$ cat src/rtl/mmio_pkg.sv
// Shared MMIO bridge definitions: IO base, register offsets, region and read-source encodings.
package mmio_pkg;
  localparam logic [17:0] IO_BASE  = 18'h30000;
  localparam logic [2:0]  OFF_TX   = 3'h0;
  localparam logic [2:0]  OFF_STOP = 3'h4;

  typedef enum logic { RGN_RAM = 1'b0, RGN_IO = 1'b1 } region_e;
  typedef enum logic [1:0] { SRC_RAM, SRC_ZERO, SRC_RX, SRC_SNAP } src_e;

  function automatic region_e decode(input logic [17:0] a);
    return (a[17:16] == IO_BASE[17:16]) ? RGN_IO : RGN_RAM;
  endfunction
endpackage

$ cat src/rtl/mmio_tx_fifo.sv
// UART TX byte FIFO; pushes while full are dropped by the FIFO itself.
module mmio_tx_fifo #(
  parameter int DEPTH = 8
) (
  input  logic                       clk,
  input  logic                       rst_n,
  input  logic                       push,
  input  logic [7:0]                 wdata,
  input  logic                       pop,
  output logic [7:0]                 rdata,
  output logic [$clog2(DEPTH):0]     count,
  output logic                       full,
  output logic                       empty
);
  localparam int AW = $clog2(DEPTH);
  localparam logic [AW:0] DEPTH_C = (AW+1)'(DEPTH);

  logic [7:0]    mem [DEPTH];
  logic [AW-1:0] wp, rp;
  logic          do_push, do_pop;

  assign full    = (count == DEPTH_C);
  assign empty   = (count == '0);
  assign do_push = push && !full;
  assign do_pop  = pop && !empty;
  assign rdata   = mem[rp];

  always_ff @(posedge clk) begin
    if (do_push) mem[wp] <= wdata;
  end

  always_ff @(posedge clk or negedge rst_n) begin
    if (!rst_n) begin
      wp    <= '0;
      rp    <= '0;
      count <= '0;
    end else begin
      if (do_push) wp <= wp + 1'b1;
      if (do_pop)  rp <= rp + 1'b1;
      case ({do_push, do_pop})
        2'b10:   count <= count + 1'b1;
        2'b01:   count <= count - 1'b1;
        default: count <= count;
      endcase
    end
  end
endmodule

$ cat src/rtl/mmio_bridge.sv
// CPU-to-RAM/IO bridge with UART TX FIFO, cycle counter snapshot and program-stop flag.
// Optional UART RX read register enabled by defining MMIO_RX_EN.
module mmio_bridge
  import mmio_pkg::*;
#(
  parameter int TX_DEPTH    = 8,
  parameter int FULL_MARGIN = 2
) (
  input  logic        clk_in,
  input  logic        rst_in,
  input  logic [31:0] mem_a,
  input  logic [7:0]  mem_dout,
  input  logic        mem_wr,
  output logic [7:0]  mem_din,
  output logic        io_buffer_full,
  output logic [16:0] ram_a,
  output logic        ram_we,
  output logic [7:0]  ram_wdata,
  input  logic [7:0]  ram_rdata,
  output logic [7:0]  tx_data,
  output logic        tx_valid,
  input  logic        tx_ready,
  input  logic [7:0]  rx_data,
  input  logic        rx_valid,
  output logic        rx_pop,
  output logic        prog_stop,
  output logic        tx_overflow
);
  localparam int CW = $clog2(TX_DEPTH) + 1;
  localparam logic [CW-1:0] THRESH = CW'(TX_DEPTH - FULL_MARGIN);

  region_e       rgn, rgn_q;
  logic          io_hit, io_wr, io_rd;
  logic [2:0]    off, off_q;
  logic          hit_q, rd_q;
  logic          push, fifo_full, fifo_empty;
  logic [7:0]    push_data;
  logic [CW-1:0] count;
  logic [31:0]   cnt, snap;
  logic [7:0]    rx_q;
  src_e          src;

  assign rgn       = decode(mem_a[17:0]);
  assign off       = mem_a[2:0];
  assign io_hit    = (rgn == RGN_IO) && (mem_a[15:3] == '0);
  assign io_wr     = mem_wr && io_hit;
  assign io_rd     = !mem_wr && io_hit;

  assign ram_a     = mem_a[16:0];
  assign ram_wdata = mem_dout;
  assign ram_we    = mem_wr && (rgn == RGN_RAM);

  // A stop write also emits a 0x00 marker byte on the UART.
  assign push      = io_wr && ((off == OFF_TX && mem_dout != 8'h00) || off == OFF_STOP);
  assign push_data = (off == OFF_STOP) ? 8'h00 : mem_dout;
  assign tx_valid  = !fifo_empty;

  mmio_tx_fifo #(.DEPTH(TX_DEPTH)) u_tx_fifo (
    .clk   (clk_in),
    .rst_n (rst_in),
    .push  (push),
    .wdata (push_data),
    .pop   (tx_valid && tx_ready),
    .rdata (tx_data),
    .count (count),
    .full  (fifo_full),
    .empty (fifo_empty)
  );

  always_ff @(posedge clk_in or negedge rst_in) begin
    if (!rst_in) begin
      cnt            <= '0;
      snap           <= '0;
      prog_stop      <= 1'b0;
      tx_overflow    <= 1'b0;
      io_buffer_full <= 1'b0;
      rgn_q          <= RGN_IO;
      hit_q          <= 1'b0;
      rd_q           <= 1'b0;
      off_q          <= '0;
    end else begin
      cnt            <= cnt + 32'd1;
      io_buffer_full <= (count >= THRESH);
      rgn_q          <= rgn;
      hit_q          <= io_hit;
      rd_q           <= !mem_wr;
      off_q          <= off;
      if (io_rd && off == OFF_STOP) snap <= cnt;
      if (io_wr && off == OFF_STOP) prog_stop <= 1'b1;
      if (push && fifo_full)        tx_overflow <= 1'b1;
    end
  end

`ifdef MMIO_RX_EN
  always_ff @(posedge clk_in or negedge rst_in) begin
    if (!rst_in) begin
      rx_q   <= '0;
      rx_pop <= 1'b0;
    end else begin
      rx_pop <= io_rd && off == OFF_TX && rx_valid;
      if (io_rd && off == OFF_TX) rx_q <= rx_valid ? rx_data : 8'h00;
    end
  end
  logic unused;
  assign unused = ^{mem_a[31:18]};
`else
  assign rx_q   = 8'h00;
  assign rx_pop = 1'b0;
  logic unused;
  assign unused = ^{mem_a[31:18], rx_data, rx_valid};
`endif

  // Read mux works entirely from last cycle's latched address, so IO-then-RAM has no bubble.
  always_comb begin
    src = SRC_ZERO;
    if (rgn_q == RGN_RAM)                    src = SRC_RAM;
    else if (hit_q && rd_q && off_q == OFF_TX) src = SRC_RX;
    else if (hit_q && rd_q && off_q[2])      src = SRC_SNAP;
  end

  always_comb begin
    case (src)
      SRC_RAM:  mem_din = ram_rdata;
      SRC_RX:   mem_din = rx_q;
      SRC_SNAP: mem_din = snap[8*off_q[1:0] +: 8];
      default:  mem_din = 8'h00;
    endcase
  end
endmodule
$ cat config.mk
export PLATFORM = sky130hd
export DESIGN_NAME = mmio_bridge
export DESIGN_NICKNAME = d
export VERILOG_FILES = /design/src/rtl/mmio_pkg.sv /design/src/rtl/mmio_tx_fifo.sv /design/src/rtl/mmio_bridge.sv
export SDC_FILE = /design/constraint.sdc
export NUM_CORES = 1
export LEC_CHECK = 0
export CAP_MARGIN = 30
export CORE_MARGIN = 10
export CORE_UTILIZATION = 48
export CTS_CLUSTER_DIAMETER = 120
export DETAILED_ROUTE_END_ITERATION = 6
export GPL_TIMING_DRIVEN = 0
export PLACE_DENSITY = 0.74
export SLEW_MARGIN = 0
export SYNTH_ARGS = -nofsm -noshare
export SYNTH_HDL_FRONTEND = slang
export SYNTH_SLANG_ARGS = --single-unit
$ cat constraint.sdc
create_clock -name clk_in -period 2.1 [get_ports clk_in]
set_input_delay 0.42 -clock clk_in [delete_from_list [all_inputs] [get_ports clk_in]]
set_output_delay 0.42 -clock clk_in [all_outputs]
set_load 0.1 [all_outputs]
## Word level (Yosys, flattened, before mapping)

Memories as Yosys holds them, arrays and structs flattened.
Index checks and enable logic that the tools add are counted.

| storage, ports and cells | value |
|---|---|
| bits in registers | 83 |
| memory bits (writable) | 64 |
| input port bits | 61 |
| output and inout bits | 47 |
| logic and storage cells | 62 |
| memories | 1 |

Memories:

| name | depth | bits a word | rd ports | clocked after Yosys merged registers in | write ports | line | RTL |
|---|---|---|---|---|---|---|---|
| u_tx_fifo.mem | 8 | 8 | 1 | 0 | 1 | mmio_tx_fifo.sv:18 | `logic [7:0] mem [DEPTH];` |

| cells by class | value |
|---|---|
| add/sub/neg operators | 5 |
| $lt $le $gt $ge | 1 |
| equality and inequality tests | 6 |
| shift-type cells | 1 |
| mux-type cells | 9 |
| bitwise operators | 1 |
| reductions and logical operators | 26 |

Operator list:

| kind | count |
|---|---|
| adder 32 x 1 -> 32 bit, second input constant | 1 |
| indexed part select 32 x 6 -> 8 bit | 1 |
| one-hot mux 8 bit (2 select lines) | 1 |
| logical AND 1 bit | 15 |
| zero test 13 bit | 1 |
| two-way mux 8 bit | 1 |
| one-hot mux 4 bit (2 select lines) | 1 |
| nonzero test 8 bit | 1 |
| adder 3 x 1 -> 3 bit, second input constant | 2 |
| == test 2 bit, second input constant | 3 |
| zero test 3 bit | 2 |
| two-way mux 2 bit | 3 |
| adder 4 x 1 -> 4 bit, second input constant | 1 |
| == test 4 bit, second input constant | 1 |
| greater-or-equal comparator 4 x 3 -> 1 bit, second input constant | 1 |
| zero test 4 bit | 1 |
| subtractor 4 x 1 -> 4 bit, second input constant | 1 |
| == test 3 bit, second input constant | 1 |
| zero test 1 bit | 3 |
| two-way mux 1 bit | 3 |
| == test 2 x 1 -> 1 bit, second input constant | 1 |
| zero test 2 bit | 1 |
| nonzero test 2 bit | 1 |
| logical OR 1 bit | 1 |
| inverter 1 bit | 1 |

## Depth between registers and ports, before layout

| logic depth | value |
|---|---|
| depth in word-level cells | 8 |
| depth in mapped cells | 12 |
| depth with buffers taken out | 11 |

## By module

A second synthesis with hierarchy kept.

| second synthesis, totals | value |
|---|---|
| cells, all modules | 448 |
| area total of the unflattened synthesis | 6782.8 um^2 |

Modules (own cells, without submodules):

| module | times used | cells each | area each (um^2) | seq. area each (um^2) |
|---|---|---|---|---|
| mmio_bridge | 1 | 288 | 3658.5 | 1828.0 |
| mmio_tx_fifo | 1 | 160 | 3124.2 | 2172.1 |

## Worst setup path after synthesis

OpenSTA, ideal clock, no wires.

| timing | value |
|---|---|
| path type | reg2out |
| from | register off_q[1] |
| to | output port mem_din[0] |
| data arrival time | 2612 ps |
| required time | 1680 ps |
| setup slack | -932 ps |
| stages on the path, launching flop included | 7 |
| buffers on the path | 2 |
| path through | dfrtp_1 -> clkbuf_1 -> nor2_1 -> o2111a_1 -> ha_1 -> buf_1 -> nor2_1 |

| between the ends | value |
|---|---|
| longest elaborated chain between the ends | 6 |
| elaborated cells on any way between the ends | 8 |
| classes of those cells | eq/ne: 1; shift: 1; mux: 3; reduce/logical: 3 |

Ends and longest elaborated chain:

| item | line | RTL |
|---|---|---|
| start: declaration | mmio_bridge.sv:34 | `logic [2:0] off, off_q;` |
| start signal: assignment | mmio_bridge.sv:80 | `off_q <= '0;` |
| start signal: assignment | mmio_bridge.sv:87 | `off_q <= off;` |
| branches (longest 5 deep; another with indexed part select 32 x 6 -> 8 bit) | n/a |  |
| one-hot mux 8 bit (2 select lines) * | mmio_bridge.sv:122 | `case (src)` |
| end: declaration | mmio_bridge.sv:14 | `output logic [7:0] mem_din,` |

Mark *: on every way between the ends.

## Worst setup path after layout

| timing | value |
|---|---|
| from | register u_tx_fifo.rp[0] |
| to | output port tx_data[4] |

| between the ends | value |
|---|---|
| longest elaborated chain between the ends | 1 |

Ends and longest elaborated chain:

| item | line | RTL |
|---|---|---|
| start: declaration | mmio_tx_fifo.sv:19 | `logic [AW-1:0] wp, rp;` |
| start signal: assignment | mmio_tx_fifo.sv:39 | `if (do_pop) rp <= rp + 1'b1;` |
| memory (8 x 8 bit) | n/a |  |
| end: declaration | mmio_bridge.sv:20 | `output logic [7:0] tx_data,` |

Every way passes these cells.

==> reports/metrics.yaml <==
cts:
  clkLatencyLatePin_ns: 0.42
  cts_tree: "yes"
  cts_buffers: 17
  path_clk_slew_ns: 0.06
  numClockSinks: 147
  h-tree-depth: 4
  clockRootBuffer: "clkbuf_16"
  cts_buffer_depth: 2
route:
  vias: 4153
  dr.pass1.iters: 4
  finalWirelength_mm: 15.8
  vias_per_cell: 5.41
  drt_iter0_drc: 294
  postRouteAntennaNets: 0
  drcViolationCount: 0
  wl_per_cell_um: 20.6
cells_and_area:
  layout_commonest_cell: "dfrtp_1"
  syn_to_final_growth_pct: 37.1
  stdcell_count: 767
  fill_cells: 910
  fin_util_pct: 66.6
  final_cell_mix: "79 x dfrtp_1, 64 x edfxtp_1, 59 x buf_4"
  nNetsFinal: 642
  n_antenna_cell: 0
  drive_gt1_share_pct: 44.6
critical_path:
  arrival_ns: 2.06
  ff2ff_setup_slack_ns: 0.09
  path_buf_inv: 3
  cp_slowest_cell: "mux4_2"
  startpoint_type: "flip-flop"
  path_cells: "buf_6, buf_4, mux4_2, mux2_4, buf_12"
  critical_path_depth: 5
  critPathMaxFanout: 5
  cp-startpoint: "u_tx_fifo.rp[0]$_DFFE_PN0P_"
  slowest_delay_ns: 0.51
  cp-end-kind: "output port"
  cpLargestDelayFamily: "multiplexers"
  cp.required_ns: 1.68
  r2r_cells: 11
  endpoint: "tx_data[4]"
  r2r_start: "u_tx_fifo.count[2]$_DFFE_PN0P_"
  path_class: "flip-flop to output port"
  reg2reg_to: "u_tx_fifo.count[2]$_DFFE_PN0P_"
global_route:
  antenna_found_initial: 0
  grt_pass1_vias: 4558
  grt_usage_pct: 17.4
  grt_max_degree: 48
  grt_pass1_wl_mm: 25.2
  grt_remaining_overflow: 0
synthesis:
  synthFlopType: "dfrtp_1"
  netlist_instances: 438
  ys_warn_count: 0
  synth_edf_count: 64
  synth_area_leaders: "dfrtp_1 31%, edfxtp_1 29%, mux4_2 8.1%"
  syn_nets: 506
  ys_types: 49
  async_flop_share_pct: 56.5
  synth.avg_cell_area_um2: 15.2
  yosys_register_bits: 147
  yosysTopAreaCellShare_pct: 30.8
  seq_area_frac_synth_pct: 60.0
  syn_area_um2: 6670
  synth_top_area_cell: "dfrtp_1"
floorplan:
  dieWidth_um: 138
  start_util_pct: 48.6
  die_height_um: 138
  die-area_um2: 19000
  rows: 43
  coreArea_um2: 13700
  design.portCount: 108
job:
  maxCapViolCount: 0
pwr:
  p_leak_nw: 3.90
  irDropWorstVdd_uv: 513
  power_mw: 9.82
  powerDensity_nw_per_um2: 1070
run_status:
  violations: "setup timing"
  status: "complete, but fails checks"
sta:
  skew_ns: 0.00694
  tightest_slew_ns: 0.992
  period_share_pct: 118
  hold_viol: 0
  fin_setup_tns_ns: -5.54
  drv_slew: 0
  setup_viol: 16
  setup_slack_ns: -0.383
  clock.fmax_mhz: 403
  period_needed_ns: 2.48
  rsz0062_at_grt: "yes"
  max-slew-margin-rel_pct: 34.2
placed_design:
  dp_hpwl_mm: 10.8
  gp_congestion: 0.770
  dp_cells: 706
  io_buffers: 83
min_path:
  holdCritPathClass: "input pin to flip-flop"
-- through the flow --
step / setup WS [ns] / hold slack (ns) / area, µm²
after floorplan: -0.123 / 0.124 / 6880
after global placement: -2.25 / 0.455 / 7940
after detailed placement: -1.13 / 0.424 / 7990
after CTS: -0.379 / 0.184 / 9010
after global routing: -0.457 / 0.180 / 9140
final: -0.383 / 0.198 / 9140
-- registers in the layout (all words and copies together) (netlist names) --
register         count
hit_q                1
u_tx_fifo.wp         3
tx_overflow          1
u_tx_fifo.rp         3
rd_q                 1
off_q                3
snap                32
cnt                 32
u_tx_fifo.count      4
prog_stop            1
rgn_q                1
u_tx_fifo.mem       64
io_buffer_full       1
-- routing by layer --
layer | vias up | GRT usage (%) | part of all wire, %
met5 | - | 0 | 0
met4 | 0 | 6.37 | 2.0
met3 | 27 | 4.20 | 4.6
met2 | 107 | 31.0 | 55
met1 | 2133 | 19.8 | 39
li1 | 1886 | - | -
-- final cells by class --
cell class | instances | area (µm²) | share of cell area (%)
clock inverters | 15 | 171 | 1.87
plain buffers | 39 | 345 | 3.78
flip-flops and latches | 147 | 4000 | 43.8
clock buffers | 17 | 425 | 4.65
well taps | 180 | 225 | 2.46
repair buffers | 120 | 1220 | 13.3
multi-input cells | 243 | 2720 | 29.8
inverters | 6 | 27.5 | 0.301
-- synthesized netlist by cell type (3+ instances only) --
master	number
a22oi_1	8
and2_1	4
and4_1	4
buf_1	3
buf_2	4
buf_4	27
buf_6	3
clkbuf_1	5
dfrtp_1	82
edfxtp_1	64
ha_1	7
inv_1	5
mux2_2	12
mux2_4	30
mux4_2	24
nand2_1	14
nand2b_1	3
nand3_1	8
nand4_1	12
nor2_1	20
nor2b_1	9
nor3_1	15
nor4_1	7
xnor2_1	21
xor2_1	18
-- power breakdown --
part / switching, mW / internal (mW) / total [mW]
Clock: 1.25 / 1.78 / 3.03
Sequential: 0.124 / 3.10 / 3.23
Combinational: 2.07 / 1.49 / 3.56
Total: 3.44 / 6.38 / 9.82
-- what timing repair did --
| action | in CTS | in global routing |
|---|---|---|
| setup endpoints to repair | 144 | 78 |
| hold buffers | 1 | 0 |
| gates resized for setup | 276 | 32 |
| buffers inserted | 18 | 12 |
| pin swaps | 23 | 27 |
| cloned | 0 | 1 |
| endpoints found under the hold margin | 35 | 0 |
-- cell families (layout without fill, tap and decap cells) --
family	after synthesis	in the layout	share of synthesized area [%]
fa+ha+maj	7	7	1.31
xor+xnor	39	39	5.12
compound gates	18	18	2.05
mux	67	67	17.1
buf+inv	48	197	4.63
flops	147	147	60.0
simple gates	111	111	9.79
other cells	1	1	0.0562
-- worst min-delay path by stage --
stage | depth (start not counted) | start | slack (ns) | to
2_1_floorplan | 0 | rst_in | 0.12 | cnt[0]$_DFF_PN0_
3_3_place_gp | 1 | cnt[31]$_DFF_PN0_ | 0.46 | cnt[31]$_DFF_PN0_
3_5_place_dp | 1 | rst_in | 0.42 | cnt[25]$_DFF_PN0_
4_1_cts | 1 | mem_a[1] | 0.18 | off_q[1]$_DFF_PN0_
5_1_grt | 1 | mem_a[1] | 0.18 | off_q[1]$_DFF_PN0_
6_report | 1 | mem_a[1] | 0.20 | off_q[1]$_DFF_PN0_
-- worst reg2reg max path, cell delays in order (launching register included) --
cell,delay (ns)
dfrtp_2,0.44
nor3_4,0.30
nand2b_4,0.10
nand2_4,0.09
inv_2,0.06
ha_4,0.16
xor2_1,0.14
ha_2,0.17
a21oi_2,0.11
xor2_1,0.14
nor2_1,0.06
xor2_1,0.14
Note: power is estimated with default switching activity, not from simulation.
